### src/rtl/led_matrix_scan_driver.sv
// led_matrix_scan_driver
// Column-scan driver for an 8-column LED matrix. Follows the external scan
// counter's index/loopEnd, drives a registered one-hot column select and the
// selected column's row pattern, and keeps a double-buffered frame store so
// a frame swap only ever happens at a scan-loop boundary (no tearing).
//
// There is no valid/ready handshake here: wr_en and commit are plain strobes
// sampled on every rising edge, and they are never back-pressured.
//
// The only control state is the pending-swap bit, which is exposed directly
// on swap_pending for observation.

module led_matrix_scan_driver #(
  parameter int ROWS           = 7,
  parameter bit COL_ACTIVE_LOW = 1'b1
) (
  input  logic            clk,
  input  logic            reset,
  input  logic            scan_en,
  input  logic [2:0]      index,
  input  logic            loopEnd,
  input  logic            wr_en,
  input  logic [2:0]      wr_addr,
  input  logic [ROWS-1:0] wr_data,
  input  logic            commit,
  output logic [7:0]      col_sel,
  output logic [ROWS-1:0] row_data,
  output logic            swap_pending,
  output logic            frame_done
);

  // Column-select encodings in the configured polarity.
  localparam logic [7:0] COL_OFF = COL_ACTIVE_LOW ? 8'hFF : 8'h00;

  logic [ROWS-1:0] r_shadow [8];
  logic [ROWS-1:0] r_active [8];
  logic            r_pending;
  logic            r_frame_done;
  logic [7:0]      r_col_sel;
  logic [ROWS-1:0] r_row_data;

  logic [7:0]      w_onehot;
  logic [7:0]      w_col_on;
  logic            w_swap;

  // Decode the incoming index into the selected column pattern.
  always_comb begin
    w_onehot = 8'b0000_0001 << index;
    w_col_on = COL_ACTIVE_LOW ? ~w_onehot : w_onehot;
  end

  // A swap happens at the last column of a loop when a request is waiting or
  // arrives in that same cycle; it is independent of scan_en so commits still
  // complete while the display is blanked.
  assign w_swap = loopEnd & (r_pending | commit);

  // Shadow buffer: host writes land here in any cycle.
  always_ff @(posedge clk or negedge reset) begin
    if (!reset) begin
      for (int i = 0; i < 8; i++) r_shadow[i] <= '0;
    end else if (wr_en) begin
      r_shadow[wr_addr] <= wr_data;
    end
  end

  // Active buffer: copied wholesale from shadow on a swap. Non-blocking
  // semantics mean a write in the swap cycle is not part of the copy.
  always_ff @(posedge clk or negedge reset) begin
    if (!reset) begin
      for (int i = 0; i < 8; i++) r_active[i] <= '0;
    end else if (w_swap) begin
      for (int i = 0; i < 8; i++) r_active[i] <= r_shadow[i];
    end
  end

  // Pending-swap flag and the one-cycle frame_done pulse.
  always_ff @(posedge clk or negedge reset) begin
    if (!reset) begin
      r_pending    <= 1'b0;
      r_frame_done <= 1'b0;
    end else begin
      r_frame_done <= w_swap;
      if (w_swap) begin
        r_pending <= 1'b0;
      end else if (commit) begin
        r_pending <= 1'b1;
      end
    end
  end

  // Display path: the row read sees the active buffer before any swap on the
  // same edge, so column 7 always comes from the outgoing frame.
  always_ff @(posedge clk or negedge reset) begin
    if (!reset) begin
      r_col_sel  <= COL_OFF;
      r_row_data <= '0;
    end else if (scan_en) begin
      r_col_sel  <= w_col_on;
      r_row_data <= r_active[index];
    end else begin
      r_col_sel  <= COL_OFF;
      r_row_data <= '0;
    end
  end

  assign col_sel      = r_col_sel;
  assign row_data     = r_row_data;
  assign swap_pending = r_pending;
  assign frame_done   = r_frame_done;

endmodule
### config.mk
export PLATFORM = sky130hd
export DESIGN_NAME = led_matrix_scan_driver
export DESIGN_NICKNAME = d
export VERILOG_FILES = /design/src/rtl/led_matrix_scan_driver.sv
export SDC_FILE = /design/constraint.sdc
export NUM_CORES = 1
export LEC_CHECK = 0
export ABC_AREA = 1
export BUFFER_PORTS_ARGS = -buffer_cell sky130_fd_sc_hd__buf_4
export CAP_MARGIN = 10
export CORE_ASPECT_RATIO = 0.5
export CORE_MARGIN = 4
export CORE_UTILIZATION = 62
export CTS_BUF_LIST = sky130_fd_sc_hd__clkbuf_4
export DETAILED_ROUTE_END_ITERATION = 7
export MAX_ROUTING_LAYER = met4
export PLACE_DENSITY = 0.87
export SLEW_MARGIN = 25
export SYNTH_ARGS = -nofsm -noshare
export SYNTH_HDL_FRONTEND = slang
export SYNTH_SLANG_ARGS = --single-unit
### constraint.sdc
create_clock -name clk -period 1.54 [get_ports clk]
set_input_delay 0.231 -clock clk [delete_from_list [all_inputs] [get_ports clk]]
set_output_delay 0.231 -clock clk [all_outputs]
set_load 0.01 [all_outputs]
==> results.yml, run 1 <==
sta:
  worstMarginPinSlew_ns: 0.578
  setup_viol: 0
  hold_violations: 0
  drv_slew: 0
  fin_crit_ns: 1.41
  max_freq_mhz: 710
  rsz0062_at_grt: "false"
  clock_skew_ns: 0.0168
  setup_ws_ns: 0.131
  holdWs_ns: 0.0827
  max_slew_margin_pct: 61.3
  layout_worst_path_cycle_share_pct: 91.5
  fin_tns_setup_ns: 0
power_and_ir_drop:
  power.internal_mw: 5.94
  swShare_pct: 28.7
  p_seq_share_pct: 52.5
  cellPowerDensity_mw_per_mm2: 1360
  ir_drop_mv: 0.645
  p_sw_mw: 2.39
  clkPwrFrac_pct: 32.3
  p_total_mw: 8.33
  p_leak_nw: 3.31
  p_comb_share_pct: 15.2
floorplanning:
  initial_utilization_pct: 64.9
  dieHeight_um: 73.3
  core_area_mm2: 0.00814
  num_io_pins: 36
  rows: 23
  dieArea_mm2: 0.0102
  dieWidth_um: 139
outcome:
  status: "completed"
route:
  drtAntennaViolNets: 0
  dr.pass1.iters: 5
  drt_iter0_drc: 614
  viasPerCell: 5.57
  drc: 0
  wirelength_um: 13600
  wl_per_cell_um: 17.0
  vias: 4471
cts:
  cts_resized: 0
  numClockSinks: 129
  cts_tree: "done"
  cts.clk_slew.worst_paths_ns: 0.11
  cts.path.max_buffers: 2
  htreeDepth: 4
  cts_made_buffers: 17
  worstSkewPairLatency_ns: 0.54
  root_buffer: "clkbuf_4"
  post_cts_buffers: 0
worst_setup_path:
  crit_path_max_fanout: 1
  cp_slowest_cell: "dfstp_2"
  crit_type: "reg2out"
  arrival_ns: 1.18
  cp-end-kind: "output pin"
  crit_path_max_incr_delay_ns: 0.54
  critPathBufInv: 1
  cp_cell_sequence: "buf_4"
  cp.required_ns: 1.31
  crit_family: "flip-flops"
  cp-start-kind: "register"
job:
  maxCapViolations: 0
yosys:
  avgSynthCellArea_um2: 8.35
  synth_fp_nets: 652
  ys_ff_latch: 129
  yosys.area.top_type_share_pct: 57.3
  syn_inst: 633
  synthesis.area_mm2: 0.00529
  synth_area_leader_cell: "dfrtp_1"
  seq_area_frac_synth_pct: 61.3
  synth.distinct_cells: 15
  ys_warn_count: 0
  synthTopCellsByArea: "dfrtp_1, nand2_1, o21ai_0"
global_routing:
  gr-total-overflow: 0
  grt_pass1_wl_um: 22100
  grt_pass1_vias: 4266
  antenna_found_initial: 0
  gr-usage-all-layers_pct: 29.5
  grt_max_degree: 51
final_layout:
  instances_no_fill: 802
  syn_to_final_growth_pct: 15.6
  nets: 696
  nFillCells: 521
  antenna_cells: 0
  drive_gt1_share_pct: 12.9
placement:
  place_hpwl_um: 8530
  placed_cells: 760
  portBuffers: 35
  place_congestion: 0.879
  pre_cts_slack_ns: 0.191
hold_path:
  hp-class: "in2reg"
kinds of logic (layout without fill, tap and decap cells):
family	Yosys count	after routing	synth area share [%]
AND/OR/NAND/NOR	386	386	27.7
AO/OA/AOI/OAI	64	64	6.13
flip-flops	129	129	61.3
buffers and inverters	54	111	4.90
cells in the mapped netlist (all sizes together):
library cell,instances
nand2,374
dfrtp,121
o21ai,64
buf,28
inv,24
nor2,10
dfstp,8
clkbuf,2
nand3,1
nor3,1
flip-flops by register name (all words and copies together), names as in the netlist:
| name | cells |
|---|---|
| col_sel | 8 |
| frame_done | 1 |
| r_active | 56 |
| r_shadow | 56 |
| row_data | 7 |
| swap_pending | 1 |
per-stage QoR:
step                      area, um^2  utilization [%]
after floorplan                 5290                -
after global placement          5680             69.7
after detailed placement        5680             69.7
after CTS                       6110             75.1
after global routing            6110             75.1
final                           6110             75.1
worst register-to-register path, stage by stage (launching register included):
cell           delay, ns
dfrtp_1             0.44
nor2_1              0.11
nor2_1              0.05
dlygate4sd3_1       0.55
worst paths after layout:
path	from	endpoint	slack, ns	cells after the start
max	col_sel[6]$_DFF_PN1_	col_sel[6]	0.13	1
min	index[0]	col_sel[4]$_DFF_PN1_	0.08	3
max reg2reg	swap_pending$_DFFE_PN0P_	swap_pending$_DFFE_PN0P_	0.29	3
min reg2reg	r_shadow[36]$_DFFE_PN0P_	r_active[36]$_DFFE_PN0P_	0.48	2
max in group asynchronous	reset	col_sel[5]$_DFF_PN1_	0.83	3
min in group asynchronous	reset	r_shadow[15]$_DFFE_PN0P_	0.13	2
area by class of cell:
| class | count | area, um^2 | share of cell area [%] |
|---|---|---|---|
| timing repair buffer | 55 | 513 | 8.39 |
| tap | 112 | 140 | 2.29 |
| sequential | 129 | 3240 | 53.0 |
| clock inverter | 13 | 193 | 3.15 |
| inverter | 24 | 90.1 | 1.47 |
| multi-input combinational | 450 | 1800 | 29.4 |
| clock buffer | 19 | 143 | 2.33 |
metal layers:
| layer | part of all wire (%) | GRT usage, % |
|---|---|---|
| met5 | 0 | - |
| met4 | 2.6 | 11.3 |
| met3 | 12 | 9.95 |
| met1 | 42 | 39.2 |
| met2 | 44 | 42.9 |
timing repair:
item	in CTS	in global routing
hold endpoints to repair	129	0
setup endpoints to repair	0	0
hold buffers	10	0
power groups by stage:
| stage | Sequential (mW) | Combinational [mW] | Clock (mW) |
|---|---|---|---|
| 6_report | 4.37 | 1.27 | 2.69 |
| 5_1_grt | 4.42 | 1.44 | 2.86 |
| 4_1_cts | 4.34 | 1.25 | 2.70 |
| 3_5_place_dp | 4.40 | 1.21 | 0 |
| 3_3_place_gp | 4.38 | 1.14 | 0 |
| 2_1_floorplan | 4.30 | 0.784 | 0 |
cell usage in the layout, fill, tap and decap left out, drive strengths merged:
master       netlist  routed
buf               28      45
nand2            374     374
clkinvlp           0       2
inv               24      24
bufinv             0       5
dlygate4sd3        0      10
nand3              1       1
clkinv             0       6
o21ai             64      64
nor2              10      10
clkbuf             2      19
nor3               1       1
dfstp              8       8
dfrtp            121     121
Note: power is estimated with default switching activity, not from simulation.
==> run 2: changes to the inputs <==
--- a/config.mk
+++ b/config.mk
@@ -7,12 +7,12 @@
 export LEC_CHECK = 0
 export ABC_AREA = 1
 export BUFFER_PORTS_ARGS = -buffer_cell sky130_fd_sc_hd__buf_4
-export CAP_MARGIN = 10
 export CORE_ASPECT_RATIO = 0.5
 export CORE_MARGIN = 4
 export CORE_UTILIZATION = 62
 export CTS_BUF_LIST = sky130_fd_sc_hd__clkbuf_4
 export DETAILED_ROUTE_END_ITERATION = 7
+export GPL_TIMING_DRIVEN = 0
 export MAX_ROUTING_LAYER = met4
 export PLACE_DENSITY = 0.87
 export SLEW_MARGIN = 25
==> constraint.sdc (replaced) <==
create_clock -name clk -period 1.3 [get_ports clk]
set_input_delay 0.195 -clock clk [delete_from_list [all_inputs] [get_ports clk]]
set_output_delay 0.195 -clock clk [all_outputs]
set_load 0.01 [all_outputs]
==> results.yml, run 2 (synthesized netlist as in run 1, its figures left out) <==
worst_setup_path:
  r2r-end: "r_active[3]$_DFFE_PN0P_"
  crit_type: "reg2out"
  crit_cells: 1
  ff2ff_path_depth: 5
  cp_slowest_cell: "dfstp_2"
  cp-start-kind: "register"
  arrival_ns: 1.19
  ff2ff_setup_slack_ns: 0.01
  crit_path_max_fanout: 1
  timing.rr.start: "swap_pending$_DFFE_PN0P_"
  crit_path_max_incr_delay_ns: 0.55
  cp.required_ns: 1.11
  cp_cell_sequence: "buf_6"
  cp-end-kind: "output pin"
  critPathBufInv: 1
  crit_family: "flip-flops"
placement:
  pre_cts_slack_ns: -0.166
  portBuffers: 34
  place_hpwl_um: 8720
  place_congestion: 0.905
sta:
  fin_crit_ns: 1.38
  setup_viol: 9
  drv_slew: 0
  max_freq_mhz: 722
  worstMarginPinSlew_ns: 0.559
  setup_ws_ns: -0.0842
  layout_worst_path_cycle_share_pct: 106
  rsz0062_at_grt: "true"
  clock_skew_ns: 0.0204
  holdWs_ns: 0.0778
  hold_violations: 0
  max_slew_margin_pct: 62.7
cts:
  root_buffer: "clkbuf_4"
  cts.clk_slew.worst_paths_ns: 0.12
  cts.path.max_buffers: 2
  cts_made_buffers: 17
  numClockSinks: 129
  cts_tree: "done"
  worstSkewPairLatency_ns: 0.55
  htreeDepth: 4
hold_path:
  min_to: "row_data[1]$_DFF_PN0_"
  hold_start: "index[1]"
  holdPathStages: 5
  hp-class: "in2reg"
floorplanning:
  dieWidth_um: 139
  initial_utilization_pct: 64.9
  num_io_pins: 36
  rows: 23
  core_area_mm2: 0.00814
  dieArea_mm2: 0.0102
  dieHeight_um: 73.3
global_routing:
  grt_max_degree: 68
  antenna_found_initial: 0
  use_met3_pct: 9.04
  top_usage_layer: "met2"
  grt_pass1_vias: 4437
  grt.met2_usage_pct: 47.4
  grt_pass1_wl_um: 22400
  met1_usage_pct: 37.6
  gr-total-overflow: 0
  gr-usage-all-layers_pct: 30.5
outcome:
  violations: "setup timing"
  status: "finished, violations left"
route:
  wirelength_um: 14200
  dr.pass1.iters: 6
  drt_iter0_drc: 643
  vias: 4663
  wl_per_cell_um: 17.1
  drc: 0
  viasPerCell: 5.62
  drtAntennaViolNets: 0
power_and_ir_drop:
  cellPowerDensity_mw_per_mm2: 1600
  p_comb_share_pct: 15.7
  p_seq_share_pct: 50.9
  power.internal_mw: 7.27
  p_leak_nw: 3.42
  swShare_pct: 28.5
  p_sw_mw: 2.90
  ir_drop_mv: 0.857
  clkPwrFrac_pct: 33.4
final_layout:
  layout_commonest_cell: "nand2_1"
  syn_to_final_growth_pct: 19.9
  layout_common_cells: "nand2_1, dfrtp_1, o21ai_0"
  drive_gt1_share_pct: 15.5
  nFillCells: 502
  nets: 722
job:
  maxCapViolations: 0
-- run 2: how the worst max path moves through the flow --
stage                                   from  slack, ns                        to
floorplan           swap_pending$_DFFE_PN0P_       0.17  r_active[10]$_DFFE_PN0P_
global placement                       reset      -0.32  r_active[40]$_DFFE_PN0P_
detailed placement  swap_pending$_DFFE_PN0P_      -0.17  r_active[32]$_DFFE_PN0P_
CTS                     col_sel[3]$_DFF_PN1_      -0.10                col_sel[3]
global route            col_sel[4]$_DFF_PN1_      -0.14                col_sel[4]
finish                  col_sel[4]$_DFF_PN1_      -0.08                col_sel[4]
-- run 2: area by class of cell --
cell class                 instances  area, um^2  share of cell area [%]
clock inverter                    13         215                    3.40
buffer                            30         199                    3.14
clock buffer                      19         143                    2.25
inverter                          24        90.1                    1.42
multi-input combinational        450        1810                    28.5
timing repair buffer              51         503                    7.94
antenna                            1        2.50                  0.0395
tap                              112         140                    2.21
sequential                       129        3240                    51.1
-- run 2: stage by stage --
step	cells	TNS, ns	power (mW)	instance area, um^2	util (%)
after detailed placement	780	-7.80	6.62	5720	70.2
after floorplan	633	0	6.02	5290	-
final	829	-0.632	10.2	6340	77.8
after global routing	828	-1.12	10.6	6340	77.8
after CTS	827	-0.821	10.0	6260	76.9
after global placement	779	-44.20	6.51	5680	69.8
-- run 2: per-layer routing --
layer	routed length (um)	part of all wire, %
met5	0	0
met3	1660	12
met4	614	4.3
met1	5430	38
met2	6480	46
-- run 2: repair_timing --
item,in CTS,in global routing
pin swaps,1,1
resized for setup,10,31
endpoints found under the setup margin,66,66
gates cloned,0,0
endpoints found under the hold margin,123,1
hold buffers,13,1
buffers inserted,2,1
-- run 2: power groups by stage --
stage | logic [mW] | clock network (mW) | registers [mW]
after floorplan | 0.929 | 0 | 5.09
after global placement | 1.34 | 0 | 5.17
after detailed placement | 1.43 | 0 | 5.20
after CTS | 1.50 | 3.38 | 5.13
after global routing | 1.80 | 3.57 | 5.23
final | 1.60 | 3.40 | 5.17
